===== src/rtl/nx_node_inbound.sv =====
// Inbound message unit: buffers node messages and turns them into data/instruction RAM writes.
// Latency: accepted in N, popped no earlier than N+1, registered RAM write visible in N+2.
// Backpressure: o_msg_ready is FIFO-not-full only; i_hold stalls the pop, not the accept.

package nx_node_pkg;
    typedef struct packed {
        logic [3:0] row;
        logic [3:0] column;
    } node_id_t;

    typedef enum logic [1:0] {
        NODE_COMMAND_LOAD   = 2'd0,
        NODE_COMMAND_SIGNAL = 2'd1,
        NODE_COMMAND_RSVD2  = 2'd2,
        NODE_COMMAND_RSVD3  = 2'd3
    } node_command_t;

    typedef enum logic [1:0] {
        SLOT_PRESERVE = 2'd0,
        SLOT_INVERSE  = 2'd1,
        SLOT_LOWER    = 2'd2,
        SLOT_UPPER    = 2'd3
    } slot_sel_t;

    typedef struct packed {
        node_id_t      target;
        node_command_t command;
    } node_header_t;

    typedef struct packed {
        node_header_t header;
        logic [10:0]  address;
        slot_sel_t    slot;
        logic [7:0]   data;
    } node_message_t;
endpackage

// Generic synchronous FIFO with registered storage.
// Latency: a pushed entry is visible at the head the cycle after the push.
// Backpressure: push_rdy low when full; no push-through on a simultaneous pop.
module nx_fifo #(
    parameter int WIDTH = 8,
    parameter int DEPTH = 2
) (
    input  logic             i_clk,
    input  logic             i_rst,
    input  logic             push_vld,
    input  logic [WIDTH-1:0] push_dat,
    output logic             push_rdy,
    output logic             pop_vld,
    output logic [WIDTH-1:0] pop_dat,
    input  logic             pop_rdy
);
    localparam int PTR_W = (DEPTH > 1) ? $clog2(DEPTH) : 1;
    localparam int CNT_W = $clog2(DEPTH + 1);

    logic [WIDTH-1:0] mem [DEPTH];
    logic [PTR_W-1:0] wr_ptr;
    logic [PTR_W-1:0] rd_ptr;
    logic [CNT_W-1:0] count;
    logic             do_push;
    logic             do_pop;

    assign push_rdy = (count != CNT_W'(DEPTH));
    assign pop_vld  = (count != '0);
    assign pop_dat  = mem[rd_ptr];
    assign do_push  = push_vld && push_rdy;
    assign do_pop   = pop_vld && pop_rdy;

    function automatic logic [PTR_W-1:0] ptr_inc(input logic [PTR_W-1:0] p);
        return (p == PTR_W'(DEPTH - 1)) ? '0 : p + 1'b1;
    endfunction

    // Entry storage; emptiness is tracked by count, so contents need no reset.
    always_ff @(posedge i_clk) begin
        if (do_push) begin
            mem[wr_ptr] <= push_dat;
        end
    end

    // Pointers and occupancy.
    always_ff @(posedge i_clk or negedge i_rst) begin
        if (!i_rst) begin
            wr_ptr <= '0;
            rd_ptr <= '0;
            count  <= '0;
        end else begin
            if (do_push) begin
                wr_ptr <= ptr_inc(wr_ptr);
            end
            if (do_pop) begin
                rd_ptr <= ptr_inc(rd_ptr);
            end
            if (do_push && !do_pop) begin
                count <= count + 1'b1;
            end else if (!do_push && do_pop) begin
                count <= count - 1'b1;
            end
        end
    end
endmodule

module nx_node_inbound
    import nx_node_pkg::*;
#(
    parameter int RAM_ADDR_W = 10,
    parameter int RAM_DATA_W = 32,
    parameter int FIFO_DEPTH = 2
) (
    input  logic                  i_clk,
    input  logic                  i_rst,
    input  node_id_t              i_node_id,
    input  logic                  i_slot,
    input  logic                  i_hold,
    input  node_message_t         i_msg_data,
    input  logic                  i_msg_valid,
    output logic                  o_msg_ready,
    output logic [RAM_ADDR_W-1:0] o_data_addr,
    output logic [RAM_DATA_W-1:0] o_data_wr_data,
    output logic [RAM_DATA_W-1:0] o_data_wr_strb,
    output logic [RAM_ADDR_W-1:0] o_inst_addr,
    output logic [RAM_DATA_W-1:0] o_inst_wr_data,
    output logic                  o_inst_wr_en,
    output logic [RAM_ADDR_W:0]   o_loaded,
    output logic                  o_idle,
    output logic                  o_error
);
    localparam int MSG_W = $bits(node_message_t);

    logic [MSG_W-1:0]      head_dat;
    node_message_t         head;
    logic                  head_vld;
    logic                  pop;
    logic                  target_ok;
    logic                  is_sig;
    logic                  is_load;
    logic                  slot_bit;
    logic [1:0]            lane;
    logic [31:0]           strb_lane;

    logic [RAM_ADDR_W-1:0] data_addr_q;
    logic [RAM_DATA_W-1:0] data_wr_data_q;
    logic [RAM_DATA_W-1:0] data_wr_strb_q;
    logic [RAM_ADDR_W-1:0] inst_addr_q;
    logic [RAM_DATA_W-1:0] inst_wr_data_q;
    logic                  inst_wr_en_q;
    logic [RAM_ADDR_W-1:0] load_ptr;
    logic [RAM_ADDR_W:0]   loaded_q;
    logic [1:0]            byte_cnt;
    logic [23:0]           partial_word;
    logic                  error_q;

    nx_fifo #(
        .WIDTH (MSG_W),
        .DEPTH (FIFO_DEPTH)
    ) u_fifo (
        .i_clk    (i_clk),
        .i_rst    (i_rst),
        .push_vld (i_msg_valid),
        .push_dat (i_msg_data),
        .push_rdy (o_msg_ready),
        .pop_vld  (head_vld),
        .pop_dat  (head_dat),
        .pop_rdy  (!i_hold)
    );

    assign head      = node_message_t'(head_dat);
    assign pop       = head_vld && !i_hold;
    assign target_ok = (head.header.target == i_node_id);
    assign is_sig    = target_ok && (head.header.command == NODE_COMMAND_SIGNAL);
    assign is_load   = target_ok && (head.header.command == NODE_COMMAND_LOAD);

    // Resolve the slot bit of a SIGNAL against the core's slot at pop time.
    always_comb begin
        slot_bit = 1'b0;
        case (head.slot)
            SLOT_PRESERVE: slot_bit = i_slot;
            SLOT_INVERSE:  slot_bit = ~i_slot;
            SLOT_LOWER:    slot_bit = 1'b0;
            SLOT_UPPER:    slot_bit = 1'b1;
            default:       slot_bit = 1'b0;
        endcase
    end

    assign lane      = {head.address[0], slot_bit};
    assign strb_lane = 32'h0000_00FF << {lane, 3'b000};

    // SIGNAL path: one registered byte-lane write per popped SIGNAL; strobe idles at zero.
    always_ff @(posedge i_clk or negedge i_rst) begin
        if (!i_rst) begin
            data_addr_q    <= '0;
            data_wr_data_q <= '0;
            data_wr_strb_q <= '0;
        end else begin
            data_wr_strb_q <= '0;
            if (pop && is_sig) begin
                data_addr_q    <= RAM_ADDR_W'(head.address[10:1]);
                data_wr_data_q <= RAM_DATA_W'({4{head.data}});
                data_wr_strb_q <= RAM_DATA_W'(strb_lane);
            end
        end
    end

    // LOAD path: gather bytes LSB-first; the fourth byte emits the word and advances the pointer.
    always_ff @(posedge i_clk or negedge i_rst) begin
        if (!i_rst) begin
            byte_cnt       <= '0;
            partial_word   <= '0;
            inst_wr_en_q   <= 1'b0;
            inst_addr_q    <= '0;
            inst_wr_data_q <= '0;
            load_ptr       <= '0;
            loaded_q       <= '0;
        end else begin
            inst_wr_en_q <= 1'b0;
            if (pop && is_load) begin
                byte_cnt <= byte_cnt + 1'b1;
                case (byte_cnt)
                    2'd0: partial_word[7:0]   <= head.data;
                    2'd1: partial_word[15:8]  <= head.data;
                    2'd2: partial_word[23:16] <= head.data;
                    default: begin
                        inst_wr_en_q   <= 1'b1;
                        inst_addr_q    <= load_ptr;
                        inst_wr_data_q <= RAM_DATA_W'({head.data, partial_word});
                        load_ptr       <= load_ptr + 1'b1;
                        // Counter stops once every RAM row has been written at least once.
                        if (!loaded_q[RAM_ADDR_W]) begin
                            loaded_q <= loaded_q + 1'b1;
                        end
                    end
                endcase
            end
        end
    end

    // Drop flag: wrong target or a command this unit does not handle.
    always_ff @(posedge i_clk or negedge i_rst) begin
        if (!i_rst) begin
            error_q <= 1'b0;
        end else begin
            error_q <= pop && !(is_sig || is_load);
        end
    end

    assign o_data_addr    = data_addr_q;
    assign o_data_wr_data = data_wr_data_q;
    assign o_data_wr_strb = data_wr_strb_q;
    assign o_inst_addr    = inst_addr_q;
    assign o_inst_wr_data = inst_wr_data_q;
    assign o_inst_wr_en   = inst_wr_en_q;
    assign o_loaded       = loaded_q;
    assign o_error        = error_q;
    assign o_idle         = !head_vld && (byte_cnt == 2'd0) && !inst_wr_en_q
                            && (data_wr_strb_q == '0);
endmodule


===== config.mk =====
export PLATFORM = sky130hd
export DESIGN_NAME = nx_node_inbound
export DESIGN_NICKNAME = d
export VERILOG_FILES = /design/src/rtl/nx_node_inbound.sv
export SDC_FILE = /design/constraint.sdc
export NUM_CORES = 1
export LEC_CHECK = 0
export CORE_UTILIZATION = 56
export CTS_BUF_LIST = sky130_fd_sc_hd__clkbuf_8
export DETAILED_ROUTE_END_ITERATION = 16
export PLACE_DENSITY = 0.84
export SLEW_MARGIN = 25
export SYNTH_ARGS = -nofsm -noshare
export SYNTH_HDL_FRONTEND = slang
export SYNTH_SLANG_ARGS = --single-unit

===== constraint.sdc =====
create_clock -name i_clk -period 3.8 [get_ports i_clk]
set_input_delay 0.76 -clock i_clk [delete_from_list [all_inputs] [get_ports i_clk]]
set_output_delay 0.76 -clock i_clk [all_outputs]
set_load 0.1 [all_outputs]

Word level (Yosys, flattened, before mapping)
Memories as Yosys holds them, arrays and structs flattened.
Index checks and enable logic that the tools add are counted.
Word-level totals
  output and inout bits: 131
  memories: 1
  logic and storage cells: 79
  memory bits (writable): 62
  register bits: 169
  input bits: 44
Memories
  u_fifo.mem: words 2, bits a word 31, read ports 1, clocked after Yosys merged registers in 0, write ports 1, line 57  | logic [WIDTH-1:0] mem [DEPTH];
Operators by class
  multiplexer cells: 11
  equal/unequal tests: 8
  add/subtract/negate cells: 7
  shifts and indexed selects: 1
  reductions and logical operators: 31
  bitwise operators: 3
Operators with widths (count)
  $logic_not 32->1: 1
  $mux 32: 1
  $shl 8x5->32 const A: 1
  $logic_and 1x1->1: 12
  $add 11x1->11 const B: 1
  $mux 11: 1
  $add 10x1->10 const B: 1
  $eq 8x8->1: 1
  $reduce_and 2->1: 4
  $eq 2x1->1 const B: 3
  $eq 2x2->1 const B: 3
  $logic_not 1->1: 6
  $logic_not 2->1: 3
  $mux 1: 6
  $add 2x1->2 const B: 2
  $mux 2: 2
  $pmux 1 s4: 1
  $reduce_bool 2->1: 2
  $not 1->1: 3
  $reduce_and 3->1: 1
  $reduce_or 3->1: 1
  $add 1x1->1 const B: 2
  $ne 2x2->1 const B: 1
  $sub 2x1->2 const B: 1
  $logic_or 1x1->1: 1

Logic depth before layout (Yosys ltp)
  depth after elaboration: 6
  gate-level depth with buffers: 11
  depth with buffers taken out: 7

Modules after synthesis
From an unflattened synthesis, not the netlist that was laid out.
Second synthesis, totals
  cell total of the unflattened synthesis: 486
  area total of the unflattened synthesis: 7762.4 µm²
By module, submodules not included
  nx_node_inbound: seq. area each 2827.7 µm², area each 5175.0 µm², times used 1, cells each 371
  nx_fifo: seq. area each 1961.9 µm², area each 2587.5 µm², times used 1, cells each 115

Worst setup path before layout
OpenSTA, ideal clock, no wires.
  path kind: reg2reg
  start: reg u_fifo.count[0]
  end: mem u_fifo.mem[0][0] in the netlist's numbering, enable pin
  cell stages (with the launch flop): 4
  buffers on the path: 0
  clock period less this slack: 3227 ps
  required time: 3381 ps
  slack: 573 ps
  arrival: 2808 ps
  setup time: 419 ps
  path through: dfrtp_1 -> nand2b_1 -> nand2_1 -> nor2_1
Between the ends
  word-level cells in the longest chain between the ends: 4
RTL lines
  start: declaration: line 60  | logic [CNT_W-1:0] count;
  start signal: assignment: line 95  | count <= count + 1'b1;
  start signal: assignment: line 97  | count <= count - 1'b1;
  $ne 2x2->1: line 64  | assign push_rdy = (count != CNT_W'(DEPTH));
  named net o_msg_ready: line 117  | output logic o_msg_ready,
  $logic_and 1x1->1: line 67  | assign do_push = push_vld && push_rdy;
  $mux 1: line 76  | if (do_push) begin
  $mux 1 (not written as such): line 77  | mem[wr_ptr] <= push_dat;
  end: declaration: line 57
The timed path passes the listed nets, and every way through them passes these cells.

Final worst setup path
  start: reg data_wr_strb_q[15] (netlist: o_data_wr_strb[15])
  end: out o_data_wr_strb[15]
RTL lines
  start: declaration: line 143  | logic [RAM_DATA_W-1:0] data_wr_strb_q;
  start signal: assignment: line 199  | data_wr_strb_q <= RAM_DATA_W'(strb_lane);
  end: declaration: line 120  | output logic [RAM_DATA_W-1:0] o_data_wr_strb,
No word-level cell between the ends.

==> run_results.csv <==
group,metric,value,unit
outcome,status,"complete, no violations",
clock_network,cts_buffer_depth,2,
logic_synthesis,synthTopCellsByArea,"dfrtp_1 39%, edfxtp_1 25%, mux2_2 10%",
clock_network,cts_htree_levels,4,
sta,timing.setup.tns,0,ns
logic_synthesis,synth_nets,529,
clock_network,cts.clk_slew.worst_paths,0.09,ns
clock_network,hold_buffers,0,
placement,routabilityCongestion,0.7792,
logic_synthesis,netlist_area,7543,um2
logic_synthesis,avgSynthCellArea,15.78,um2
floorplanning,fp.dieW,118.1,um
power,power.total,0.005382,W
critical_path,regToRegSetupSlack,0.84,ns
drt,drt_pre_antenna_iters,4,
critical_path,worst-path-max-fanout,9,
clock_network,cts_tree,"yes",
critical_path,cp.depth,1,
critical_path,cp_slowest_stage_delay,1.22,ns
critical_path,critical_path_buf_inv_count,1,
finish,syn2layout_area_growth,25.19,%
drt,num_vias,4162,
min_path,min_path_type,"in -> async",
power,powerDensity,569.9,nW/um2
sta,min_period_over_period,0.7820,
clock_network,cts.sinks,179,
sta,slew_headroom,0.3219,
sta,fmax,336.5,MHz
logic_synthesis,ys_seq_area_frac,0.6349,
placement,place_area,9022,um2
sta,worst_slew_pin_slew,1.014,ns
logic_synthesis,synth_commonest_cells,"117 x dfrtp_1, 69 x mux2_2, 62 x edfxtp_1",
clock_network,cts-resized-gates,0,
placement,port-buffer-count,174,
clock_network,clock_latency,0.46,ns
sta,rsz0062_at_grt,"false",
logic_synthesis,yosys_warnings,0,
clock_network,cts_setup_buffers,0,
drt,drtIter0Drc,242,
critical_path,cp_cell_sequence,"clkdlybuf4s50_1",
sta,whs,0.3316,ns
drt,drc,0,
logic_synthesis,yosys.area.top_type,"dfrtp_1",
critical_path,r2r-start,"u_fifo.rd_ptr$_DFFE_PN0P_",
critical_path,crit_family,"buffers and inverters",
logic_synthesis,async_flop_share,0.6536,
placement,post-dp-hpwl,9961,um
critical_path,ff2ff_path_depth,7,
critical_path,r2r-end,"o_data_wr_data[26]$_DFFE_PN0P_",
floorplanning,rows,42,
finish,diodes,0,
global_route,grt_overflow_total,0,
global_route,grt_pass1_vias,4246,
sta,clock-skew-final,0.01213,ns
floorplanning,coreArea,13190,um2
global_route,grt_use_total,0.2130,
sta,setup_violations,0,
sta,fin_crit,2.972,ns
global_route,grt_pass1_wl,22430,um
critical_path,start_kind,"register",
logic_synthesis,yosysUniqueCellTypes,38,
run,maxCapViolations,0,
floorplanning,pin_count,175,
logic_synthesis,synth_top_area_share,0.3881,
global_route,grt_max_degree,56,
floorplanning,start_util,0.5719,
clock_network,cts_made_buffers,17,
floorplanning,die_height,118.1,um
floorplanning,dieArea,13940,um2
sta,hold_viol,0,
drt,drt-total-wl,14140,um
drt,routedWlPerCell,17.69,um
finish,final_core_util,0.7160,
logic_synthesis,post-synth-top-count-cell,"dfrtp_1",
clock_network,cts-root-buf,"clkbuf_8",
logic_synthesis,synth-main-ff-cell,"dfrtp_1",
critical_path,cp_slowest_cell,"clkdlybuf4s50_1",
critical_path,required,3.04,ns
critical_path,worstSetupPathType,"reg -> out",
critical_path,cp-end-kind,"output port",
drt,avgViaCountPerCell,5.209,
power,vdd_drop_max,0.0003753,V
logic_synthesis,synth_edf_count,62,
logic_synthesis,ys_ff_latch,179,
finish,nets,661,
finish,layout-drive-gt1-share,0.2311,
global_route,antenna_found_initial,0,
drt,drtAntennaViolNets,0,
finish,final_area,9444,um2
sta,drv_slew,0,
logic_synthesis,syn-instance-count,478,
power,p_leak,4.079,nW
critical_path,crit_arrival,2.21,ns
==> through the flow <==
stage / worst slack (ns) / instances
floorplan: 0.5729 / 478
global placement: 0.6272 / 767
detailed placement: 0.6146 / 767
CTS: 0.7805 / 799
global route: 0.6421 / 799
finish: 0.8282 / 799
==> power by group <==
group / internal [W] / switching [W] / total (W)
clock network: 0.000685 / 0.000665 / 0.00135
logic: 0.000487 / 0.00117 / 0.00165
registers: 0.00226 / 0.000118 / 0.00238
total: 0.00343 / 0.00195 / 0.00538
==> cell families after synthesis <==
group / Yosys count / synth area share
buf+inv: 75 / 0.07646
fa+ha+maj: 7 / 0.01161
flops: 179 / 0.6349
mux: 115 / 0.1858
compound gates: 9 / 0.008459
xor+xnor: 31 / 0.03599
simple gates: 62 / 0.04678
==> placed cells by master, fill, tap and decap left out, types with 2 or more instances in the layout <==
master | netlist | final
and4_1 | 2 | 2
mux2_4 | 31 | 31
nand4_1 | 7 | 7
edfxtp_1 | 62 | 62
dfrtp_1 | 117 | 117
inv_1 | 7 | 9
and2_1 | 5 | 5
mux2i_1 | 8 | 8
bufinv_16 | 0 | 3
ha_1 | 7 | 7
clkdlybuf4s50_1 | 0 | 172
nand2b_1 | 2 | 2
a21oi_1 | 3 | 3
mux2_2 | 69 | 69
clkbuf_8 | 0 | 19
o21ai_0 | 2 | 2
and3_1 | 11 | 11
buf_4 | 55 | 8
mux2_1 | 7 | 7
clkinv_4 | 0 | 5
xnor2_1 | 26 | 26
clkinv_2 | 0 | 2
nor3_1 | 3 | 3
nor2b_1 | 4 | 4
xor2_1 | 5 | 5
nand3_1 | 9 | 9
nand2_1 | 7 | 7
nor2_1 | 7 | 6
==> state kept, by name, indices dropped and copies added (netlist names), 2 cells and up <==
| name | flops |
|---|---|
| o_inst_wr_data | 32 |
| load_ptr | 10 |
| o_data_wr_strb | 4 |
| o_data_addr | 10 |
| o_inst_addr | 10 |
| o_data_wr_data | 8 |
| partial_word | 24 |
| o_loaded | 11 |
| u_fifo.mem | 62 |
| u_fifo.count | 2 |
| byte_cnt | 2 |
==> area by class of cell <==
class	instances	area [um2]
clock inverters	13	160.2
fillers	871	3746
flip-flops and latches	179	4790
well taps	176	220.2
multi-input cells	224	2185
inverters	7	26.28
clock buffers	19	261.5
repair buffers	181	1802
==> worst max path at each step <==
stage,start,endpoint,slack (ns)
3_3_place_gp,i_node_id[2],o_inst_addr[9]$_DFFE_PN0P_,0.63
6_report,o_data_wr_strb[15]$_DFF_PN0_,o_data_wr_strb[15],0.83
2_1_floorplan,u_fifo.count[0]$_DFFE_PN0P_,u_fifo.mem[0][0]$_DFFE_PP_,0.57
3_5_place_dp,i_node_id[2],o_inst_addr[9]$_DFFE_PN0P_,0.61
5_1_grt,u_fifo.rd_ptr$_DFFE_PN0P_,o_data_wr_data[26]$_DFFE_PN0P_,0.64
4_1_cts,u_fifo.count[0]$_DFFE_PN0P_,o_msg_ready,0.78
==> routing by layer <==
| layer | routed length (um) | up-vias | part of all wire | GRT usage |
|---|---|---|---|---|
| li1 | - | 1901 | - | - |
| met1 | 6050 | 2110 | 0.43 | 0.2653 |
| met2 | 7123 | 138 | 0.50 | 0.3515 |
| met3 | 751 | 13 | 0.053 | 0.06105 |
| met4 | 211 | 0 | 0.015 | 0.08333 |
| met5 | 0 | - | 0 | 0 |
(Power assumes the default switching activity.)
